**config.mk**
```make
export PLATFORM = sky130hd
export DESIGN_NAME = pc_unit_flat
export DESIGN_NICKNAME = d
export VERILOG_FILES = /design/src/rtl/pc_unit_if.sv /design/src/rtl/pc_unit.sv /design/src/flat_wrapper.sv
export SDC_FILE = /design/constraint.sdc
export NUM_CORES = 1
export LEC_CHECK = 0
export ABC_AREA = 1
export CORE_MARGIN = 2
export CORE_UTILIZATION = 35
export CTS_CLUSTER_DIAMETER = 30
export DETAILED_ROUTE_END_ITERATION = 8
export GPL_ROUTABILITY_DRIVEN = 0
export GPL_TIMING_DRIVEN = 1
export PLACE_DENSITY = 0.69
export RECOVER_POWER = 50
export SLEW_MARGIN = 10
export SYNTH_ARGS = -nofsm -noshare
export SYNTH_HDL_FRONTEND = slang
export SYNTH_SLANG_ARGS = --single-unit
```
**constraint.sdc**
```tcl
create_clock -name clk -period 1.79 [get_ports clk]
set_input_delay 0.179 -clock clk [delete_from_list [all_inputs] [get_ports clk]]
set_output_delay 0.179 -clock clk [all_outputs]
set_load 0.005 [all_outputs]
```
**src/rtl/pc_unit_if.sv**
```systemverilog
// Request/response bundle between the 6502 sequencer, the PC stage and the shared inc_dec.
interface pc_unit_if #(parameter int NBIT = 16);
  logic            pc_inc;
  logic            pc_load;
  logic [NBIT-1:0] load_addr;
  logic            br_take;
  logic [7:0]      br_off;
  logic [NBIT-1:0] idec_in;
  logic            idec_op;
  logic [NBIT-1:0] idec_out;
  logic [NBIT-1:0] pc_out;
  logic            busy;
  logic            page_cross;

  modport slave (
    input  pc_inc, pc_load, load_addr, br_take, br_off, idec_out,
    output idec_in, idec_op, pc_out, busy, page_cross
  );

  modport master (
    output pc_inc, pc_load, load_addr, br_take, br_off, idec_out,
    input  idec_in, idec_op, pc_out, busy, page_cross
  );
endinterface

```
**src/rtl/pc_unit.sv**
```systemverilog
// 6502 program counter stage: load, increment via shared inc_dec, and relative
// branches with a one-cycle high-byte fix-up on page crossing.
module pc_unit #(
  parameter int              NBIT     = 16,
  parameter logic [NBIT-1:0] RESET_PC = 16'hFFFC
) (
  input  logic        clk,
  input  logic        rst_n,
  pc_unit_if.slave    bus
);
  typedef enum logic {IDLE = 1'b0, BR_FIX = 1'b1} state_t;

  state_t          state_q, state_d;
  logic [NBIT-1:0] pc_q, pc_d;
  logic            hi_dir_q, hi_dir_d;
  logic [8:0]      sum9;

  assign sum9 = {1'b0, pc_q[7:0]} + {1'b0, bus.br_off};

  always_ff @(posedge clk or negedge rst_n) begin
    if (!rst_n) begin
      state_q  <= IDLE;
      pc_q     <= RESET_PC;
      hi_dir_q <= 1'b0;
    end else begin
      state_q  <= state_d;
      pc_q     <= pc_d;
      hi_dir_q <= hi_dir_d;
    end
  end

  always_comb begin
    state_d  = state_q;
    pc_d     = pc_q;
    hi_dir_d = hi_dir_q;
    unique case (state_q)
      IDLE: begin
        if (bus.pc_load) begin
          pc_d = bus.load_addr;
        end else if (bus.br_take) begin
          pc_d[7:0] = sum9[7:0];
          // Carry disagreeing with the offset sign means the high byte must move.
          if (bus.br_off[7] ^ sum9[8]) begin
            hi_dir_d = ~bus.br_off[7];
            state_d  = BR_FIX;
          end
        end else if (bus.pc_inc) begin
          pc_d = bus.idec_out;
        end
      end
      BR_FIX: begin
        pc_d[NBIT-1:8] = hi_dir_q ? pc_q[NBIT-1:8] + 8'd1 : pc_q[NBIT-1:8] - 8'd1;
        state_d        = IDLE;
      end
      default: state_d = IDLE;
    endcase
  end

  // The state bit is itself a flop, so both strobes are glitch-free.
  assign bus.busy       = (state_q == BR_FIX);
  assign bus.page_cross = (state_q == BR_FIX);
  assign bus.pc_out     = pc_q;
  assign bus.idec_in    = pc_q;
  assign bus.idec_op    = 1'b1;
endmodule

```
**src/flat_wrapper.sv**
```systemverilog
// flat-port wrapper written by rule: the top's interface ports become plain ports
module pc_unit_flat 
#(
  parameter int              NBIT     = 16,
  parameter logic [NBIT-1:0] RESET_PC = 16'hFFFC
)
  (clk, rst_n, bus_pc_inc, bus_pc_load, bus_load_addr, bus_br_take, bus_br_off, bus_idec_out, bus_idec_in, bus_idec_op, bus_pc_out, bus_busy, bus_page_cross);
  pc_unit_if #(.NBIT(NBIT)) bus_i ();
  input  logic clk;
  input  logic rst_n;
  input wire logic [$bits(bus_i.pc_inc)-1:0] bus_pc_inc;
  input wire logic [$bits(bus_i.pc_load)-1:0] bus_pc_load;
  input wire logic [$bits(bus_i.load_addr)-1:0] bus_load_addr;
  input wire logic [$bits(bus_i.br_take)-1:0] bus_br_take;
  input wire logic [$bits(bus_i.br_off)-1:0] bus_br_off;
  input wire logic [$bits(bus_i.idec_out)-1:0] bus_idec_out;
  output wire logic [$bits(bus_i.idec_in)-1:0] bus_idec_in;
  output wire logic [$bits(bus_i.idec_op)-1:0] bus_idec_op;
  output wire logic [$bits(bus_i.pc_out)-1:0] bus_pc_out;
  output wire logic [$bits(bus_i.busy)-1:0] bus_busy;
  output wire logic [$bits(bus_i.page_cross)-1:0] bus_page_cross;
  assign bus_i.pc_inc = bus_pc_inc;
  assign bus_i.pc_load = bus_pc_load;
  assign bus_i.load_addr = bus_load_addr;
  assign bus_i.br_take = bus_br_take;
  assign bus_i.br_off = bus_br_off;
  assign bus_i.idec_out = bus_idec_out;
  assign bus_idec_in = bus_i.idec_in;
  assign bus_idec_op = bus_i.idec_op;
  assign bus_pc_out = bus_i.pc_out;
  assign bus_busy = bus_i.busy;
  assign bus_page_cross = bus_i.page_cross;
  pc_unit #(.NBIT(NBIT), .RESET_PC(RESET_PC)) u_core (.clk(clk), .rst_n(rst_n), .bus(bus_i));
endmodule
```
## Word level (Yosys, flattened, before mapping)

Cells that the tools add are included.

- $add $sub $neg: 3
- Equal/unequal tests: 2
- Mux-type cells: 10
- Bitwise gates (word level): 4
- Reduce and logical (&&, ||, !) cells: 4

Operator list:

| cell | count |
|---|---|
| $mux W16 | 2 |
| $mux W8 | 3 |
| $pmux W8 S2 | 1 |
| $add A8 B8 Y9 | 1 |
| $add A8 B1 Y8 const B | 1 |
| $sub A8 B1 Y8 const B | 1 |
| $ne A3 B3 Y1 const B | 2 |
| $reduce_and A2 Y1 | 2 |
| $reduce_and A4 Y1 | 1 |
| $mux W1 | 3 |
| $not A1 Y1 | 3 |
| $reduce_bool A3 Y1 | 1 |
| $pmux W1 S2 | 1 |
| $xor A1 B1 Y1 | 1 |

- Register bits: 18
- Bits of input ports: 45
- Output and inout port bits: 35
- Logic and storage cells: 27

## Depth between registers and ports, before layout

Gate-level depths: netlist of the first run.

- Word-level depth: 6
- Depth in mapped cells: 11
- Gate-level depth less buffers: 11

## Worst setup path before layout of the first run

No wires, ideal clock.

- Path kind: reg-to-reg
- From: register u_core.pc_q[0] (netlist: u_core.bus.idec_in[0])
- To: register u_core.hi_dir_q
- Arrival time: 1,568 ps
- Required time: 1,673 ps
- Setup slack: 105 ps
- Cell stages (with the launch flop): 11
- Path buffers: 0
- Period minus slack after synthesis: 1,685 ps
- Cells stage by stage: dfrtp_1 ha_1 fa_1 nand2_1 nand2_1 nand3_1 nand2_1 nand2_1 nand3_1 nand2_1 nand2_1

- Longest elaborated chain between the ends: 3

Ends and longest elaborated chain:

| item | line | text |
|---|---|---|
| start, declared | pc_unit.sv:14 | `logic [NBIT-1:0] pc_q, pc_d;` |
| start signal, assigned | pc_unit.sv:27 | `pc_q <= pc_d;` |
| $add A8 B8 Y9 | pc_unit.sv:18 | `assign sum9 = {1'b0, pc_q[7:0]} + {1'b0, bus.br_off};` |
| $xor A1 B1 Y1 | pc_unit.sv:43 | `if (bus.br_off[7] ^ sum9[8]) begin` |
| $reduce_and A4 Y1 (no source line) | -- |  |
| end signal, assigned | pc_unit.sv:28 | `hi_dir_q <= hi_dir_d;` |
| end, declared | pc_unit.sv:15 | `logic hi_dir_q, hi_dir_d;` |

Every way passes these cells.
A chain may end at the register's enable or synchronous reset.

## Worst setup path in the final report of the first run

- From: register u_core.pc_q[5] (netlist: u_core.bus.idec_in[5])
- To: register u_core.hi_dir_q

Same word-level chain as after synthesis.

==> metrics.md, run 1 <==
| Metric | Value |
|---|---|
| Minimum clock period after layout | 1.65 ns |
| Layout Skew | 0.00740 ns |
| Layout fillers | 534 |
| Pre-CTS setup slack | -0.149 ns |
| CP most frequent cell | nand2_1 |
| DR iter-0 viols | 92 |
| NetSw | 1040 µW |
| Antenna violation net count after detailed routing | 0 |
| Met2 Use GR | 29.0% |
| First-pass GRT wire length | 8210 µm |
| Critical-path maximum fanout | 4 |
| CTS max path bufs | 2 |
| Vias/cell | 4.77 |
| IO Port Bufs | 78 |
| Met3 Use GR | 2.59% |
| PwrDens | 968 mW/mm² |
| Post-Route WL | 5100 µm |
| Asr flop ratio synth | 100% |
| CTS tree | yes |
| Post-CTS sizing | 0 |
| Initial antenna violation count | 0 |
| Post-synth top flop | dfstp_2 |
| Final core utilization | 52.6% |
| Crit path required time | 1.95 ns |
| Synth Area in Compound Gates | 14.9% |
| Most Crowded Layer GR | met2 |
| Cells after synthesis | 273 |
| Die Height | 77.3 µm |
| Post-synthesis average cell area | 6.88 µm² |
| Finish-stage setup viols | 0 |
| Vias in the first global route | 1790 |
| Tightest Hold Check Type | reg -> reg |
| Largest family of logic cells by synthesized area | simple AND/OR/NAND/NOR gates |
| Seq/Total Area, Yosys | 24.9% |
| Mux share of post-synthesis cell area | 0% |
| Switch share | 39.7% |
| Actual slew at the worst max-slew pin | 1.08 ns |
| Area delta synth->final | 44.0% |
| Flop pwr share | 25.6% |
| Clock sink count | 18 |
| Cell with the most instances after synthesis | nand2_1 |
| Synth top area share | 19.6% |
| Peak Freq | 608 MHz |
| CP arrival | 1.81 ns |
| Detailed-route wire length per cell | 12.4 µm |
| Worst setup margin | 0.145 ns |
| Drc violations | 0 |
| Leakage | 0.00124 µW |
| Worst vdd ir | 457 µV |
| Combinational power share | 61.0% |
| Clock Power Share | 13.4% |
| Reg clk slew, reported paths | 0.08 ns |
| Nets | 403 |
| Rel. slew slack | 28.1% |
| CP Class | reg -> reg |
| Detailed-placement wirelength estimate | 3810 µm |
| CP Cell Sequence | ha_1, a21oi_1, o21a_1, nand2_1, nand2_1, nand3_1, nand2_1, nand2_1 |
| Worst-Skew Late Latency | 0.26 ns |
| Startpoint Class | flop |
| Mapped Nets | 334 |
| # hold bufs at CTS | 0 |
| Core Region | 0.00514 mm² |
| CP max stage delay | 0.56 ns |
| Ranking of synthesized cells by area | dfstp_2 (20%), nand2_1 (15%), ha_1 (9.3%) |
| Final hold vios | 0 |
| Die Span X | 77.3 µm |
| Post-synth EDFFs | 0 |
| Initial Utilization | 36.5% |
| Yosys cell types | 32 |
| Warnings from Yosys | 0 |
| Layout cell share with drive strength beyond 1 | 13.2% |
| Internal | 1580 µW |
| Syn Std Cell Area | 0.00188 mm² |
| I/O Pins | 80 |
| Post-synthesis adder-cell area fraction | 11.5% |
| Slowest-stage cell, CP | dfstp_2 |
| Die area | 0.00597 mm² |
| Slew Limit Fails | 0 |
| Outcome | completed |
| Pre-Repair DR Iteration Count | 4 |
| Vias | 1960 |
| CTS Buf Count | 3 |
| Rows | 26 |
| Post-CTS setup buffer count | 0 |
| M1 GR Usage | 21.4% |
| Htree depth | 1 |
| CP endpoint kind | flop |
| Post-synth top cells | nand2_1 (75), nor2_1 (31), inv_1 (25), nand3_1 (22), buf_4 (19) |
| Max-cap violations | 0 |
| GRT Residual Overflow | 0 |
| Fin crit share | 91.9% |
| Synth Area in XOR/XNOR | 1.87% |
| Finished Cell Area | 0.00270 mm² |
| Largest net degree at the start of global routing | 19 |
| Post-synth top area cell | dfstp_2 |
| Antenna Cells | 0 |
| Placed inst area | 0.00263 mm² |
| GRT Total Usage | 16.6% |
| Post-Synth Simple-Gate Area | 30.2% |
| Seq cells post-synth | 18 |
| CTS root buffer | clkbuf_8 |
through the flow:
stage               total power, µW  cells  TNS (ns)  hold WS (ns)
floorplan                      1700    273         0        -0.117
global placement               2210    407    -0.240         0.475
detailed placement             2240    407    -0.373         0.480
CTS                            2610    411         0         0.252
global route                   2860    411  -0.00540         0.516
finish                         2620    411         0         0.490
critical path, delay by kind of cell, from the launching register on:
kind,cells,cell delay [ns]
AO/OA/AOI/OAI,2,0.41
flip-flops,1,0.56
adder cells (fa/ha/maj),1,0.26
AND/OR/NAND/NOR,5,0.32
path summary, 6_finish.rpt:
path                                       start               endpoint  slack [ns]  depth (start not counted)
setup reg to reg           u_core.bus.idec_in[5]        u_core.hi_dir_q        0.14                          8
min in group asynchronous                  rst_n        u_core.hi_dir_q        0.63                          2
max in group asynchronous                  rst_n        u_core.bus.busy        0.45                          2
hold / removal             u_core.bus.idec_in[6]  u_core.bus.idec_in[6]        0.49                          2
hold reg to reg            u_core.bus.idec_in[6]  u_core.bus.idec_in[6]        0.49                          2
setup / recovery           u_core.bus.idec_in[5]        u_core.hi_dir_q        0.14                          8
cells in the final DEF (no fill, tap or decap), types with 2 or more instances in the layout:
master           instances
buf_4                    9
inv_4                    2
a21oi_2                  3
xnor2_1                  2
dfrtp_1                  3
nand3b_1                 4
nand2_1                 74
a31oi_1                  2
dfstp_2                 14
a21oi_1                 18
clkdlybuf4s50_1         74
nor2_1                  31
o211ai_1                 4
xor2_1                   2
ha_1                    13
inv_2                    2
clkbuf_8                 4
o21ai_0                 12
nand3_1                 21
nand4_1                  2
inv_1                   24
dlygate4sd3_1            4
area by class of cell:
class	instances	area (µm²)	share of cell area, %
Tap cell	70	87.6	3.24
Multi-Input combinational cell	202	1120	41.6
Inverter	28	110	4.07
Clock buffer	4	55.1	2.04
Sequential cell	18	469	17.4
Timing Repair Buffer	89	857	31.7
kinds of logic (layout without fill, tap and decap cells):
kind of cell,after synthesis,in the layout
AO/OA/AOI/OAI,45,45
flip-flops,18,18
adder cells (fa/ha/maj),16,16
other,1,1
XOR/XNOR,4,4
buffers and inverters,53,121
AND/OR/NAND/NOR,136,136
sequential cells by signal, summed over array words and instances (netlist names):
signal and cells:
u_core.hi_dir_q 1, u_core.bus.idec_in 16, u_core.bus.busy 1
layer usage:
metal	up-vias	part of all wire (%)	wire (µm)
met5	-	0	0
met4	0	0.75	38
met3	4	6.2	315
met2	60	49	2490
met1	887	44	2260
li1	1009	-	-
power groups by stage:
| stage | registers (µW) | logic (µW) | clock network (µW) |
|---|---|---|---|
| 6_report | 669 | 1600 | 351 |
| 5_1_grt | 696 | 1790 | 377 |
| 3_5_place_dp | 674 | 1570 | 0 |
| 3_3_place_gp | 671 | 1540 | 0 |
| 2_1_floorplan | 657 | 1040 | 0 |
| 4_1_cts | 667 | 1580 | 362 |
No activity file was read; power rests on OpenSTA's default activity.
==> run 2: changes to the inputs <==
==> constraint.sdc (replaced) <==
create_clock -name clk -period 1.79 [get_ports clk]
set_input_delay 0.358 -clock clk [delete_from_list [all_inputs] [get_ports clk]]
set_output_delay 0.358 -clock clk [all_outputs]
set_load 0.005 [all_outputs]
==> run 2 against run 1 <==
  * Critical path type is now reg -> out
  * Worst hold slack gained 0.0017 ns
  * First-iteration DRC count shrank 12%
  * Worst setup slack lost 0.092 ns
  * Combinational power is essentially flat
  * Final cell count grew 1.5%
  * Core utilization grew 1.3 points
==> metrics.md, run 2 (synthesized netlist as in run 1, its figures left out) <==
| Metric | Value |
|---|---|
| CP endpoint kind | output port |
| Slowest-stage cell, CP | dfstp_2 |
| Vias | 2012 (+2.7%) |
| Actual slew at the worst max-slew pin | 1.15 ns (+0.0712 ns) |
| HP Start | u_core.bus.idec_in[7] |
| Detailed-placement wirelength estimate | 4030 µm (+6.0%) |
| Nets | 410 (+1.7%) |
| CP arrival | 1.38 ns (-0.43 ns) |
| CP Class | reg -> out |
| Commonest non-fill, non-tap cells in the layout | nand2_1 (74), clkdlybuf4s50_1 (74), nor2_1 (31) |
| Layout cell share with drive strength beyond 1 | 13.8% (+0.64 points) |
| Tightest Hold Check Type | reg -> reg |
| Peak Freq | 576 MHz (-5.3%) |
| Die area | 0.00597 mm² (unchanged) |
| WHS Path Cells | 2 (unchanged) |
| Post-Route WL | 5260 µm (+3.1%) |
| First-pass GRT wire length | 8520 µm (+3.8%) |
| Die Span X | 77.3 µm (unchanged) |
| CP top delay family | flip-flops |
| Reg clk slew, reported paths | 0.08 ns (about the same) |
| Worst vdd ir | 434 µV (-5.1%) |
| CP max stage delay | 0.60 ns (+0.04 ns) |
| PwrDens | 942 mW/mm² (-2.7%) |
| Outcome | completed |
| Detailed-route wire length per cell | 12.6 µm (+1.6%) |
| Rows | 26 (unchanged) |
| Leakage | 0.00128 µW (+2.9%) |
| Final hold vios | 0 (unchanged) |
| Layout Skew | 0.00116 ns (-0.00624 ns) |
| Critical Path Stages | 1 (-7) |
| CTS root buffer | clkbuf_8 |
| Area delta synth->final | 47.6% |
| Largest net degree at the start of global routing | 19 (unchanged) |
| CTS tree | yes |
| Slew Limit Fails | 0 (unchanged) |
| GRT Residual Overflow | 0 (unchanged) |
| CTS max path bufs | 2 (unchanged) |
| Hold Path Sink | u_core.bus.idec_in[7] |
| Largest register FFs | 16 (unchanged) |
| Drc violations | 0 (unchanged) |
| Vias/cell | 4.82 (+1.2%) |
| Pre-Repair DR Iteration Count | 4 (unchanged) |
| Antenna Cells | 0 (unchanged) |
| Htree depth | 1 (unchanged) |
| Crit path required time | 1.43 ns (-0.52 ns) |
| Antenna violation net count after detailed routing | 0 (unchanged) |
| Fin crit share | 97.0% (+5.1 points) |
| CP Cell Sequence | clkdlybuf4s50_1 |
| Startpoint Class | flop |
| Vias in the first global route | 1922 (+7.4%) |
| I/O Pins | 80 (unchanged) |
| Die Height | 77.3 µm (unchanged) |
| Initial Utilization | 36.5% (unchanged) |
| Crit path buf inv count | 1 (+1) |
| Rel. slew slack | 23.3% (-4.7 points) |
| R2R depth | 7 (-1) |
| Launching point of the worst reg2reg path | u_core.bus.idec_in[8] |
| IO Port Bufs | 78 (unchanged) |
| Max-cap violations | 0 (unchanged) |
| Initial antenna violation count | 0 (unchanged) |
| GRT Total Usage | 17.5% (+0.90 points) |
| WHS | 0.492 ns (+0.00172 ns) |
| Critical-path maximum fanout | 6 (+2) |
| Pre-CTS setup slack | -0.348 ns (-0.199 ns) |
| R2r setup slk | 0.15 ns (about the same) |
| Finish-stage setup viols | 0 (unchanged) |
| Capturing point of the worst reg2reg path | u_core.bus.idec_in[12] |
| RSZ-0062 raised after global routing | no |
| Core Region | 0.00514 mm² (unchanged) |
| Worst-Skew Late Latency | 0.26 ns (about the same) |
| Worst setup margin | 0.0531 ns (-0.0915 ns) |
| Clock sink count | 18 (unchanged) |
| DR iter-0 viols | 81 (-12%) |
| Minimum clock period after layout | 1.74 ns (+0.0915 ns) |
| CTS Buf Count | 3 (unchanged) |
==> run 2: cell types whose count changed in the layout (fill, tap and decap cells not counted), sizes merged <==
cell / delta
dlymetal6s2s: +1
dlygate4sd3: -1
buf: +6
==> run 2: what timing repair did <==
| item | CTS | global route |
|---|---|---|
| pin swaps | 0 | 3 |
| setup buffers | 0 | 1 |
| gates resized for setup | 2 | 9 |
| endpoints found under the setup margin | 2 | 10 |
| hold buffers | 0 | 0 |
| hold endpoints to repair | 0 | 0 |
==> run 2: through the flow <==
step | power, µW | utilization (%) | area (µm²) | setup TNS (ns) | std cells
after floorplan | 1700 | - | 1880 | 0 | 273
after global placement | 2240 | 52.5 | 2700 | -1.25 | 413
after detailed placement | 2280 | 52.5 | 2700 | -1.58 | 413
after CTS | 2600 | 53.4 | 2750 | 0 | 416
after global routing | 2860 | 53.9 | 2770 | 0 | 417
final | 2610 | 53.9 | 2770 | 0 | 417
==> run 2: how the worst max path moves through the flow <==
stage | from | to | slack, ns
2_1_floorplan | u_core.bus.idec_in[0] | u_core.hi_dir_q | 0.10
3_3_place_gp | bus_br_off[0] | u_core.hi_dir_q | -0.29
3_5_place_dp | bus_br_off[0] | u_core.hi_dir_q | -0.35
4_1_cts | bus_br_off[0] | u_core.hi_dir_q | 0.01
5_1_grt | u_core.bus.idec_in[10] | u_core.bus.idec_in[13] | 0.006
6_report | u_core.bus.idec_in[8] | bus_idec_in[8] | 0.05
==> run 2: layer usage <==
metal  wire, µm  share of wire (%)  track usage, %  vias up
li1           -                  -               -     1023
met1       2320                 44            21.6      915
met2       2580                 49            31.6       68
met3        295                5.6            2.82        6
met4         54                1.0            4.46        0
met5          0                  0               0        -
==> run 2: cell type report <==
type                    count  area (µm²)
fillers                   521        2370
multi-input cells         202        1130
repair buffers             96         932
flip-flops and latches     18         469
inverters                  28         113
well taps                  70        87.6
clock buffers               3        41.3
==> run 2: power breakdown <==
group	switching, µW	internal, µW
clock network	154	150
logic	781	853
registers	123	550
==> run 3: changes to the inputs <==
--- a/config.mk
+++ b/config.mk
@@ -6,6 +6,7 @@
 export NUM_CORES = 1
 export LEC_CHECK = 0
 export ABC_AREA = 1
+export CAP_MARGIN = 20
 export CORE_MARGIN = 2
 export CORE_UTILIZATION = 35
 export CTS_CLUSTER_DIAMETER = 30
@@ -14,7 +15,7 @@
 export GPL_TIMING_DRIVEN = 1
 export PLACE_DENSITY = 0.69
 export RECOVER_POWER = 50
-export SLEW_MARGIN = 10
+export SLEW_MARGIN = 20
 export SYNTH_ARGS = -nofsm -noshare
 export SYNTH_HDL_FRONTEND = slang
 export SYNTH_SLANG_ARGS = --single-unit
==> results of run 3 <==
The final DEF is identical to that of run 2; final timing and power are the same.
